==> config.mk <==
export PLATFORM = sky130hd
export DESIGN_NAME = ram_port_arbiter
export DESIGN_NICKNAME = d
export VERILOG_FILES = /design/src/rtl/ram_port_arbiter.sv
export SDC_FILE = /design/constraint.sdc
export NUM_CORES = 1
export LEC_CHECK = 0
export BUFFER_PORTS_ARGS = -buffer_cell sky130_fd_sc_hd__buf_2
export CORE_MARGIN = 1
export CORE_UTILIZATION = 47
export DETAILED_ROUTE_END_ITERATION = 10
export GPL_TIMING_DRIVEN = 0
export MAX_ROUTING_LAYER = met4
export PLACE_DENSITY = 0.89
export SETUP_SLACK_MARGIN = 0.02
export SLEW_MARGIN = 15
export SYNTH_ARGS = -nofsm -noshare
export SYNTH_HDL_FRONTEND = slang
export SYNTH_SLANG_ARGS = --single-unit
==> constraint.sdc <==
create_clock -name clk -period 5.7 [get_ports clk]
set_input_delay 1.14 -clock clk [delete_from_list [all_inputs] [get_ports clk]]
set_output_delay 1.14 -clock clk [all_outputs]
set_load 0.02 [all_outputs]
==> src/rtl/ram_port_arbiter.sv <==
// Round-robin arbiter sharing one block-RAM port among NUM_REQ single-word requesters.
// Read data is returned to the issuing requester with a one-hot strobe, in issue order.
module ram_port_arbiter #(
    parameter int NUM_REQ = 4,
    parameter int ADDR_W  = 6,
    parameter int DATA_W  = 16,
    parameter int RD_LAT  = 1
) (
    input  logic                       clk,
    input  logic                       rst_n,
    input  logic [NUM_REQ-1:0]         i_req_valid,
    output logic [NUM_REQ-1:0]         o_req_ready,
    input  logic [NUM_REQ-1:0]         i_req_we,
    input  logic [NUM_REQ*ADDR_W-1:0]  i_req_addr,
    input  logic [NUM_REQ*DATA_W-1:0]  i_req_wdata,
    output logic [NUM_REQ-1:0]         o_rsp_valid,
    output logic [DATA_W-1:0]          o_rsp_rdata,
    output logic                       o_ram_en,
    output logic                       o_ram_we,
    output logic [ADDR_W-1:0]          o_ram_addr,
    output logic [DATA_W-1:0]          o_ram_din,
    input  logic [DATA_W-1:0]          i_ram_dout
);

    localparam int IDW  = (NUM_REQ > 1) ? $clog2(NUM_REQ) : 1;
    localparam int TAGS = RD_LAT + 1;

    logic [IDW-1:0]    r_rr_ptr;
    logic [IDW-1:0]    r_cmd_id;
    logic              r_ram_en;
    logic              r_ram_we;
    logic [ADDR_W-1:0] r_ram_addr;
    logic [DATA_W-1:0] r_ram_din;
    logic              r_tag_rd [TAGS];
    logic [IDW-1:0]    r_tag_id [TAGS];

    logic [NUM_REQ-1:0] w_grant;
    logic [IDW-1:0]     w_grant_id;
    logic               w_found;

    function automatic logic [IDW-1:0] wrapIdx(input logic [IDW-1:0] base, input int k);
        int s;
        s = int'(base) + k;
        if (s >= NUM_REQ) s = s - NUM_REQ;
        return s[IDW-1:0];
    endfunction

    // First valid requester at or after the pointer wins; nothing else gets ready.
    always_comb begin
        w_grant    = '0;
        w_grant_id = '0;
        w_found    = 1'b0;
        for (int k = 0; k < NUM_REQ; k++) begin
            if (!w_found && i_req_valid[wrapIdx(r_rr_ptr, k)]) begin
                w_found                     = 1'b1;
                w_grant_id                  = wrapIdx(r_rr_ptr, k);
                w_grant[wrapIdx(r_rr_ptr, k)] = 1'b1;
            end
        end
    end

    assign o_req_ready = rst_n ? w_grant : '0;

    // The registered command (r_ram_en/r_ram_we/r_cmd_id) is the entry point of the tag pipeline.
    always_ff @(posedge clk or negedge rst_n) begin
        if (!rst_n) begin
            r_rr_ptr   <= '0;
            r_cmd_id   <= '0;
            r_ram_en   <= 1'b0;
            r_ram_we   <= 1'b0;
            r_ram_addr <= '0;
            r_ram_din  <= '0;
            for (int t = 0; t < TAGS; t++) begin
                r_tag_rd[t] <= 1'b0;
                r_tag_id[t] <= '0;
            end
        end else begin
            r_ram_en <= w_found;
            r_ram_we <= w_found & i_req_we[w_grant_id];
            if (w_found) begin
                r_ram_addr <= i_req_addr[w_grant_id*ADDR_W +: ADDR_W];
                r_ram_din  <= i_req_wdata[w_grant_id*DATA_W +: DATA_W];
                r_cmd_id   <= w_grant_id;
                r_rr_ptr   <= (w_grant_id == IDW'(NUM_REQ-1)) ? '0 : w_grant_id + IDW'(1);
            end
            r_tag_rd[0] <= r_ram_en & ~r_ram_we;
            r_tag_id[0] <= r_cmd_id;
            for (int t = 1; t < TAGS; t++) begin
                r_tag_rd[t] <= r_tag_rd[t-1];
                r_tag_id[t] <= r_tag_id[t-1];
            end
        end
    end

    always_comb begin
        o_rsp_valid = '0;
        for (int i = 0; i < NUM_REQ; i++) begin
            if (r_tag_rd[TAGS-1] && (r_tag_id[TAGS-1] == IDW'(i))) o_rsp_valid[i] = 1'b1;
        end
    end

    assign o_rsp_rdata = i_ram_dout;
    assign o_ram_en    = r_ram_en;
    assign o_ram_we    = r_ram_we;
    assign o_ram_addr  = r_ram_addr;
    assign o_ram_din   = r_ram_din;

endmodule

==> impl_metrics.yaml, run 1 <==
grt:
  grt_pass1_vias: 2645
  grt_max_degree: 39
  grtUsageTotal: 0.2679
  grt_pass1_wl_um: 12210
  globalRoute.totalOverflow: 0
  antenna_found_initial: 0
final_layout:
  layout-drive-gt1-share: 0.4273
  antenna_cells: 0
  layout.area.seq_um2: 850.8
  final_common_cell: "buf_2"
  layout_common_cells: "buf_2 (148), dfrtp_1 (34), nand2_1 (32), inv_1 (31), mux2i_1 (26)"
  nets: 569
  multiInputGateArea_um2: 1383
  area_delta_synth_final_pct: 33.95
  design_area_um2: 3520
  fillers: 425
die:
  die_h_um: 76.77
  core_um2: 5238
  io-pin-count: 162
  die_x_um: 76.77
  start_util: 0.5017
  dieArea_um2: 5894
  row_count: 26
worst_setup_path:
  cp.required_ns: 4.56
  crit_path_top_delay_cell: "dfrtp_1"
  worstSetupStartpointType: "flip-flop"
  rr_startpoint: "r_rr_ptr[0]"
  slowest_delay_ns: 0.55
  crit_fanout: 10
  cp.arrival_ns: 3.15
  crit_start: "r_rr_ptr[0]"
  crit_path_end: "o_req_ready[3]"
  rr_endpoint: "o_ram_din[15]"
  rr_worst_depth: 12
  reg2reg_slack_ns: 2.21
  cp-end-kind: "output pin"
  cp_cell_sequence: "buf_4 -> inv_1 -> ha_1 -> clkbuf_1 -> mux4_2 -> nor2b_1 -> buf_6 -> a22oi_1 -> o221ai_1 -> and2_1 -> buf_2"
  worst-setup-path-type: "reg2out"
clocking:
  cts_setup_buffers: 0
  clock-sinks: 34
  cts_hold_buf: 0
  postCtsResizedCells: 0
  path_clk_slew_ns: 0.07
  cts_tree: "built"
  cts_root_buffer: "clkbuf_8"
  clk_latency_ns: 0.28
  h-tree-depth: 2
  numCtsBuffers: 5
  clock_tree.buffer_depth: 2
drt:
  routed_via_density: 5.576
  wl_um: 7753
  ant_nets: 0
  drc_errors: 0
  wire_per_inst_um: 15.00
  num_vias: 2883
  drtIter0Drc: 245
  drt-pass1-iter-count: 5
synth:
  syn_nets: 417
  netlist_instances: 295
  ys.flop_type: "dfrtp_1"
  synth_cell_type_count: 42
  yosysTopAreaCell: "dfrtp_1"
  synth_top_area_frac: 0.3238
  synthArstFlopShare: 1.000
  netlist_top_cells_area: "dfrtp_1 (32%), mux2i_1 (9.9%), o211ai_1 (6.3%), a31oi_1 (5.2%), nor4_1 (5.2%)"
  syn_area_um2: 2628
  synth_seq_area_share: 0.3238
  ys_ff_latch: 34
  ys_warn_count: 0
  syn_avg_cell_area_um2: 8.907
  synth-edff-count: 0
timing:
  tightest_slew_ns: 0.9902
  period_share: 0.7534
  fin_ws_ns: 1.406
  rsz0062_at_grt: "no"
  max_slew_margin: 0.3348
  timing.fmax_mhz: 232.9
  setup_viol: 0
  fin_setup_tns_ns: 0
  period_needed_ns: 4.294
  holdWs_ns: 0.3528
  slew_violations: 0
  fin_skew_ns: 0.005644
  hold_viol: 0
power_and_ir_drop:
  max-vdd-ir-drop_v: 0.0002723
  total_power_w: 0.002043
  p_leak_nw: 1.818
  power_per_cell_area_nw_per_um2: 580.6
hold_path:
  hold_class: "reg2reg"
job:
  drv_cap: 0
place:
  io_buffers: 145
  routabilityCongestion: 0.8749
  placed_area_um2: 3441
  place_hpwl_um: 5871
  dpl_worst_slack_ns: 1.699
run_status:
  outcome: "finished clean"
flip-flops by register name (all words and copies together) (netlist names):
signal      cells
r_tag_id        4
o_ram_din      16
o_ram_addr      6
r_rr_ptr        2
r_tag_rd        2
r_cmd_id        2
o_ram_we        1
o_ram_en        1
kinds of logic (layout without fill, tap and decap cells):
group	count (synthesis)	after routing	share of synthesized area
AO/OA/AOI/OAI	69	69	0.1838
adder cells (fa/ha/maj)	8	8	0.03810
multiplexers	31	31	0.1376
buffers and inverters	71	223	0.1500
AND/OR/NAND/NOR	82	82	0.1667
flip-flops	34	34	0.3238
worst min path at each step:
stage | cells past startpoint | start | end
3_5_place_dp | 0 | r_tag_rd[1] | r_tag_rd[0]
3_3_place_gp | 0 | r_tag_id[2] | r_tag_id[0]
4_1_cts | 0 | r_tag_rd[1] | r_tag_rd[0]
6_report | 0 | r_tag_rd[1] | r_tag_rd[0]
5_1_grt | 0 | r_tag_rd[1] | r_tag_rd[0]
2_1_floorplan | 0 | r_tag_id[2] | r_tag_id[0]
area by class of cell:
class	instances	area share
Clock buffer	5	0.01955
Sequential cell	34	0.2417
Tap cell	70	0.02488
Clock inverter	2	0.002844
Timing Repair Buffer	145	0.2062
Inverter	31	0.03306
Buffer	40	0.07892
Multi-Input combinational cell	190	0.3928
report_power, final:
| part | total, W | switching, W | internal (W) |
|---|---|---|---|
| clock network | 0.000167 | 0.0000849 | 0.0000819 |
| registers | 0.000452 | 0.0000827 | 0.000370 |
| logic | 0.00142 | 0.000845 | 0.000579 |
through the flow:
stage / std cells / util
after floorplan: 295 / -
after global placement: 510 / 0.6570
after detailed placement: 510 / 0.6570
after CTS: 517 / 0.6720
after global routing: 517 / 0.6720
final: 517 / 0.6720
critical path: cells and delay by family (launching register included):
family / cells / cell delay, ns
fa+ha+maj: 1 / 0.31
flops: 1 / 0.55
simple gates: 2 / 0.31
mux: 1 / 0.44
compound gates: 2 / 0.21
buf+inv: 5 / 1.03
per-layer routing:
metal / global-route usage / vias up / wire length [um]
met4: 0.07692 / 0 / 86
met1: 0.3243 / 1361 / 3081
met5: - / - / 0
met3: 0.02857 / 9 / 492
met2: 0.4696 / 160 / 4094
li1: - / 1353 / -
synth_stat cells, types with 7 or more instances:
cell type / instances
a31oi_1: 22
a21oi_1: 7
buf_4: 17
clkbuf_1: 12
mux2i_1: 26
nand2_1: 32
ha_1: 8
inv_1: 31
nor4_1: 22
o211ai_1: 22
dfrtp_1: 34
nor2_1: 8
buf_6: 8
No activity file was read; power rests on OpenSTA's default activity.
==> inputs of run 2 (changes only) <==
Settings changed: CORE_UTILIZATION 47 to 44, PLACE_DENSITY 0.89 to 0.84.
Clock period 5.7 ns to 4.21 ns, I/O delays scaled along.
==> impl_metrics.yaml, run 2 (synthesis results as in run 1) <==
power_and_ir_drop:
  power_per_cell_area_nw_per_um2: 786.0
  swShare: 0.4899
  p_int_w: 0.001418
  comb_power_share: 0.691
  power_switching_w: 0.001361
  power.share.sequential: 0.220
  max-vdd-ir-drop_v: 0.0003585
  total_power_w: 0.002779
  p_leak_nw: 1.822
  power_frac_clock: 0.089
clocking:
  clk_latency_ns: 0.28
  cts_root_buffer: "clkbuf_8"
  clock-sinks: 34
  h-tree-depth: 2
  clock_tree.buffer_depth: 2
  postCtsResizedCells: 0
  numCtsBuffers: 5
  cts_tree: "built"
  cts_hold_buf: 0
  path_clk_slew_ns: 0.07
  cts_setup_buffers: 0
timing:
  slew_violations: 0
  setup_viol: 0
  timing.fmax_mhz: 257.8
  fin_skew_ns: 0.005367
  tightest_slew_ns: 0.9873
  hold_viol: 0
  period_needed_ns: 3.879
  rsz0062_at_grt: "no"
  fin_setup_tns_ns: 0
  holdWs_ns: 0.3500
  max_slew_margin: 0.3368
  period_share: 0.9214
final_layout:
  layout_common_cells: "buf_2 (148), dfrtp_1 (33), nand2_1 (32), inv_1 (31), mux2i_1 (26)"
  final_util: 0.6267
  instances_no_fill: 520
  layout.area.seq_um2: 852.1
  final_common_cell: "buf_2"
  largest_reg_flops: 16
  nets: 569
  fillers: 490
  layout-drive-gt1-share: 0.4286
  antenna_cells: 0
  area_delta_synth_final_pct: 34.57
  multiInputGateArea_um2: 1383
die:
  dieArea_um2: 6285
  row_count: 27
  die_x_um: 79.28
  die_h_um: 79.28
  core_um2: 5642
  io-pin-count: 162
  start_util: 0.4657
grt:
  globalRoute.totalOverflow: 0
  antenna_found_initial: 0
  grt_max_degree: 39
  grtUsageTotal: 0.2454
  grt_pass1_vias: 2483
  grt_pass1_wl_um: 11590
drt:
  wl_um: 7699
  ant_nets: 0
  routed_via_density: 5.385
  drtIter0Drc: 199
  num_vias: 2800
  drt-pass1-iter-count: 4
  drc_errors: 0
  wire_per_inst_um: 14.81
place:
  routabilityCongestion: 0.9140
  place_hpwl_um: 5954
  io_buffers: 145
  post-place-cells: 512
worst_setup_path:
  slowest_delay_ns: 0.47
  crit_buf_inv: 5
  rr_worst_depth: 12
  worst-setup-path-type: "reg2out"
  cp-end-kind: "output pin"
  rr_endpoint: "o_ram_din[2]"
  reg2reg_slack_ns: 0.84
  cp.required_ns: 3.37
  path_delay_family: "buffers and inverters"
  worstSetupStartpointType: "flip-flop"
  cp_num_cells: 11
  crit_fanout: 10
  rr_startpoint: "r_rr_ptr[0]"
  cp_cell_sequence: "buf_4 -> inv_1 -> ha_1 -> clkbuf_1 -> mux4_2 -> nor2b_1 -> buf_6 -> a22oi_1 -> o221ai_1 -> and2_1 -> buf_2"
  crit_path_top_delay_cell: "dfrtp_2"
  cp.arrival_ns: 3.04
run_status:
  outcome: "finished clean"
hold_path:
  hold_class: "reg2reg"
  whs_endpoint: "r_tag_id[0]"
  hold_depth: 0
  min_from: "r_tag_id[2]"
job:
  drv_cap: 0
run 2: cell types whose count changed in the layout (fill, tap and decap cells not counted):
| cell | change |
|---|---|
| clkbuf_8 | +1 |
| clkinv_2 | -1 |
| dfrtp_1 | -1 |
| clkbuf_1 | +1 |
| dfrtp_2 | +1 |
run 2: per-layer routing:
layer / global-route usage / vias to the layer above / part of all wire
li1: - / 1350 / -
met1: 0.2918 / 1294 / 0.39
met2: 0.4267 / 143 / 0.52
met3: 0.03103 / 13 / 0.067
met4: 0.08545 / 0 / 0.018
met5: - / - / 0
run 2: how the worst max path moves through the flow:
stage                 from             end  slack [ns]
2_1_floorplan  r_rr_ptr[0]  o_req_ready[0]        0.94
3_3_place_gp   r_rr_ptr[0]  o_req_ready[1]        0.64
3_5_place_dp   r_rr_ptr[0]  o_req_ready[0]        0.49
4_1_cts        r_rr_ptr[0]  o_req_ready[0]        0.18
5_1_grt        r_rr_ptr[0]  o_req_ready[0]        0.11
6_report       r_rr_ptr[0]  o_req_ready[0]        0.33
run 2: cell type report:
class,instances,area share
Sequential cell,34,0.2410
Buffer,40,0.07856
Tap cell,72,0.02548
Clock inverter,1,0.001415
Multi-Input combinational cell,190,0.3910
Timing Repair Buffer,145,0.2052
Inverter,31,0.03291
Clock buffer,7,0.02442
run 2: power by group through the flow:
stage                     registers, W  logic [W]  clock network [W]
after global routing          0.000630    0.00208           0.000270
after floorplan               0.000736    0.00127                  0
after global placement        0.000604    0.00186                  0
after detailed placement      0.000612    0.00191                  0
final                         0.000611    0.00192           0.000248
after CTS                     0.000608    0.00191           0.000253
run 2: per-stage QoR:
step / instance area [um2] / worst slack (ns)
floorplan: 2628 / 0.9442
global placement: 3443 / 0.6444
detailed placement: 3443 / 0.4937
CTS: 3535 / 0.1830
global route: 3536 / 0.1132
finish: 3536 / 0.3308
run 2: worst reg2reg max path: stages, from the launching register on:
cell      delay (ns)
dfrtp_2         0.47
buf_4           0.22
inv_1           0.15
ha_1            0.31
clkbuf_1        0.31
mux4_2          0.45
nor2b_1         0.17
buf_6           0.15
o21a_4          0.18
clkbuf_1        0.38
nor4_1          0.12
a31oi_1         0.19
o211ai_1        0.13
==> inputs of run 3 (changes only) <==
Settings changed: GPL_TIMING_DRIVEN 0 to 1.
==> impl_metrics.yaml, run 3 (synthesis results as in run 1) <==
clocking:
  clock-sinks: 34
  h-tree-depth: 2
  numCtsBuffers: 5
  cts_setup_buffers: 0
  cts_root_buffer: "clkbuf_8"
  clk_latency_ns: 0.28
  postCtsResizedCells: 0
  cts_hold_buf: 0
  path_clk_slew_ns: 0.07
  cts_tree: "built"
  clock_tree.buffer_depth: 2
drt:
  drc_errors: 0
  drt-pass1-iter-count: 4
  drtIter0Drc: 170
  ant_nets: 0
  num_vias: 2639
  wl_um: 7472
  routed_via_density: 5.627
  wire_per_inst_um: 15.93
die:
  start_util: 0.4657
  dieArea_um2: 6285
  die_x_um: 79.28
  core_um2: 5642
  io-pin-count: 162
  die_h_um: 79.28
  row_count: 27
grt:
  grt_pass1_vias: 2520
  grtUsageTotal: 0.2443
  busiest_layer: "met2"
  grt_max_degree: 35
  globalRoute.totalOverflow: 0
  grt_use_met1: 0.2927
  grt_pass1_wl_um: 11800
  antenna_found_initial: 0
  met3_usage: 0.04138
  use_met2: 0.4216
timing:
  tightest_slew_ns: 1.056
  fin_skew_ns: 0.003272
  rsz0062_at_grt: "no"
  hold_viol: 0
  period_needed_ns: 3.880
  period_share: 0.9215
  slew_violations: 0
  max_slew_margin: 0.2936
  fin_setup_tns_ns: 0
  timing.fmax_mhz: 257.8
  setup_viol: 0
  fin_ws_ns: 0.3304
run_status:
  outcome: "finished clean"
worst_setup_path:
  cp.required_ns: 3.37
  crit_fanout: 9
  cp.arrival_ns: 3.04
  cp-end-kind: "output pin"
  worst-setup-path-type: "reg2out"
  worstSetupStartpointType: "flip-flop"
place:
  placed_area_um2: 3136
  io_buffers: 129
  post-place-cells: 461
  dpl_worst_slack_ns: 0.4295
  routabilityCongestion: 0.8164
  place_hpwl_um: 5355
final_layout:
  design_area_um2: 3227
  largest_reg_flops: 16
  instances_no_fill: 469
  antenna_cells: 0
  layout-drive-gt1-share: 0.3904
  layout_common_cells: "buf_2 (129), dfrtp_1 (34), nand2_1 (32), inv_1 (31), mux2i_1 (25)"
  final_common_cell: "buf_2"
  nets: 518
  area_delta_synth_final_pct: 22.81
power_and_ir_drop:
  total_power_w: 0.002607
  max-vdd-ir-drop_v: 0.0003733
  power_per_cell_area_nw_per_um2: 807.8
  p_leak_nw: 1.628
job:
  drv_cap: 0
hold_path:
  hold_class: "reg2reg"
-- run 3: changes by cell type in the layout (fill, tap and decap cells not counted) --
| cell | change |
|---|---|
| buf_2 | -19 |
| buf_4 | -12 |
| clkbuf_1 | -12 |
| buf_6 | -8 |
| a21boi_0 | -1 |
| a21boi_2 | +1 |
| dfrtp_1 | +1 |
| dfrtp_2 | -1 |
| mux2i_1 | -1 |
| mux2i_2 | +1 |
| nor3_1 | -1 |
| nor3_2 | +1 |
-- run 3: worst max-delay path, cell delays in order, from the launching register on --
cell	delay, ns
dfrtp_1	0.56
inv_1	0.16
ha_1	0.48
mux4_2	0.42
nor2b_1	0.51
a22oi_1	0.14
o221ai_1	0.20
and2_1	0.14
buf_2	0.15
-- run 3: stage by stage --
stage	utilization	hold WS [ns]
3_3_place_gp	0.5558	0.3323
3_5_place_dp	0.5558	0.3347
5_1_grt	0.5720	0.3560
2_1_floorplan	-	0.3312
4_1_cts	0.5720	0.3509
6_report	0.5720	0.3501
-- run 3: report_power, final --
part / leakage, nW / internal (W) / switching, W / total [W]
combinational: 1.18 / 0.000675 / 0.00108 / 0.00176
clock: 0.0482 / 0.000132 / 0.000117 / 0.000249
sequential: 0.404 / 0.000501 / 0.000101 / 0.000602
-- run 3: path summary, 6_finish.rpt --
| path | startpoint | to | slack [ns] | depth (start not counted) |
|---|---|---|---|---|
| min reg2reg | r_tag_id[3] | r_tag_id[1] | 0.35 | 0 |
| max reg2reg | r_rr_ptr[1] | o_ram_din[9] | 0.42 | 8 |
| min in group asynchronous | rst_n | r_tag_rd[0] | 0.63 | 2 |
| min | r_tag_id[3] | r_tag_id[1] | 0.35 | 0 |
| max | r_rr_ptr[1] | o_req_ready[0] | 0.33 | 8 |
| max in group asynchronous | rst_n | o_ram_din[7] | 3.27 | 2 |
-- run 3: metal layers --
| metal | wire (um) | part of all wire |
|---|---|---|
| met5 | 0 | 0 |
| met4 | 104 | 0.014 |
| met3 | 397 | 0.053 |
| met2 | 3814 | 0.51 |
| met1 | 3156 | 0.42 |
-- run 3: cell type report --
class	instances	area, um2
well taps	72	90.09
flip-flops and latches	34	850.8
clock buffers	7	86.33
clock inverters	1	5.005
fillers	498	2415
repair buffers	134	683.2
multi-input cells	190	1395
inverters	31	116.4
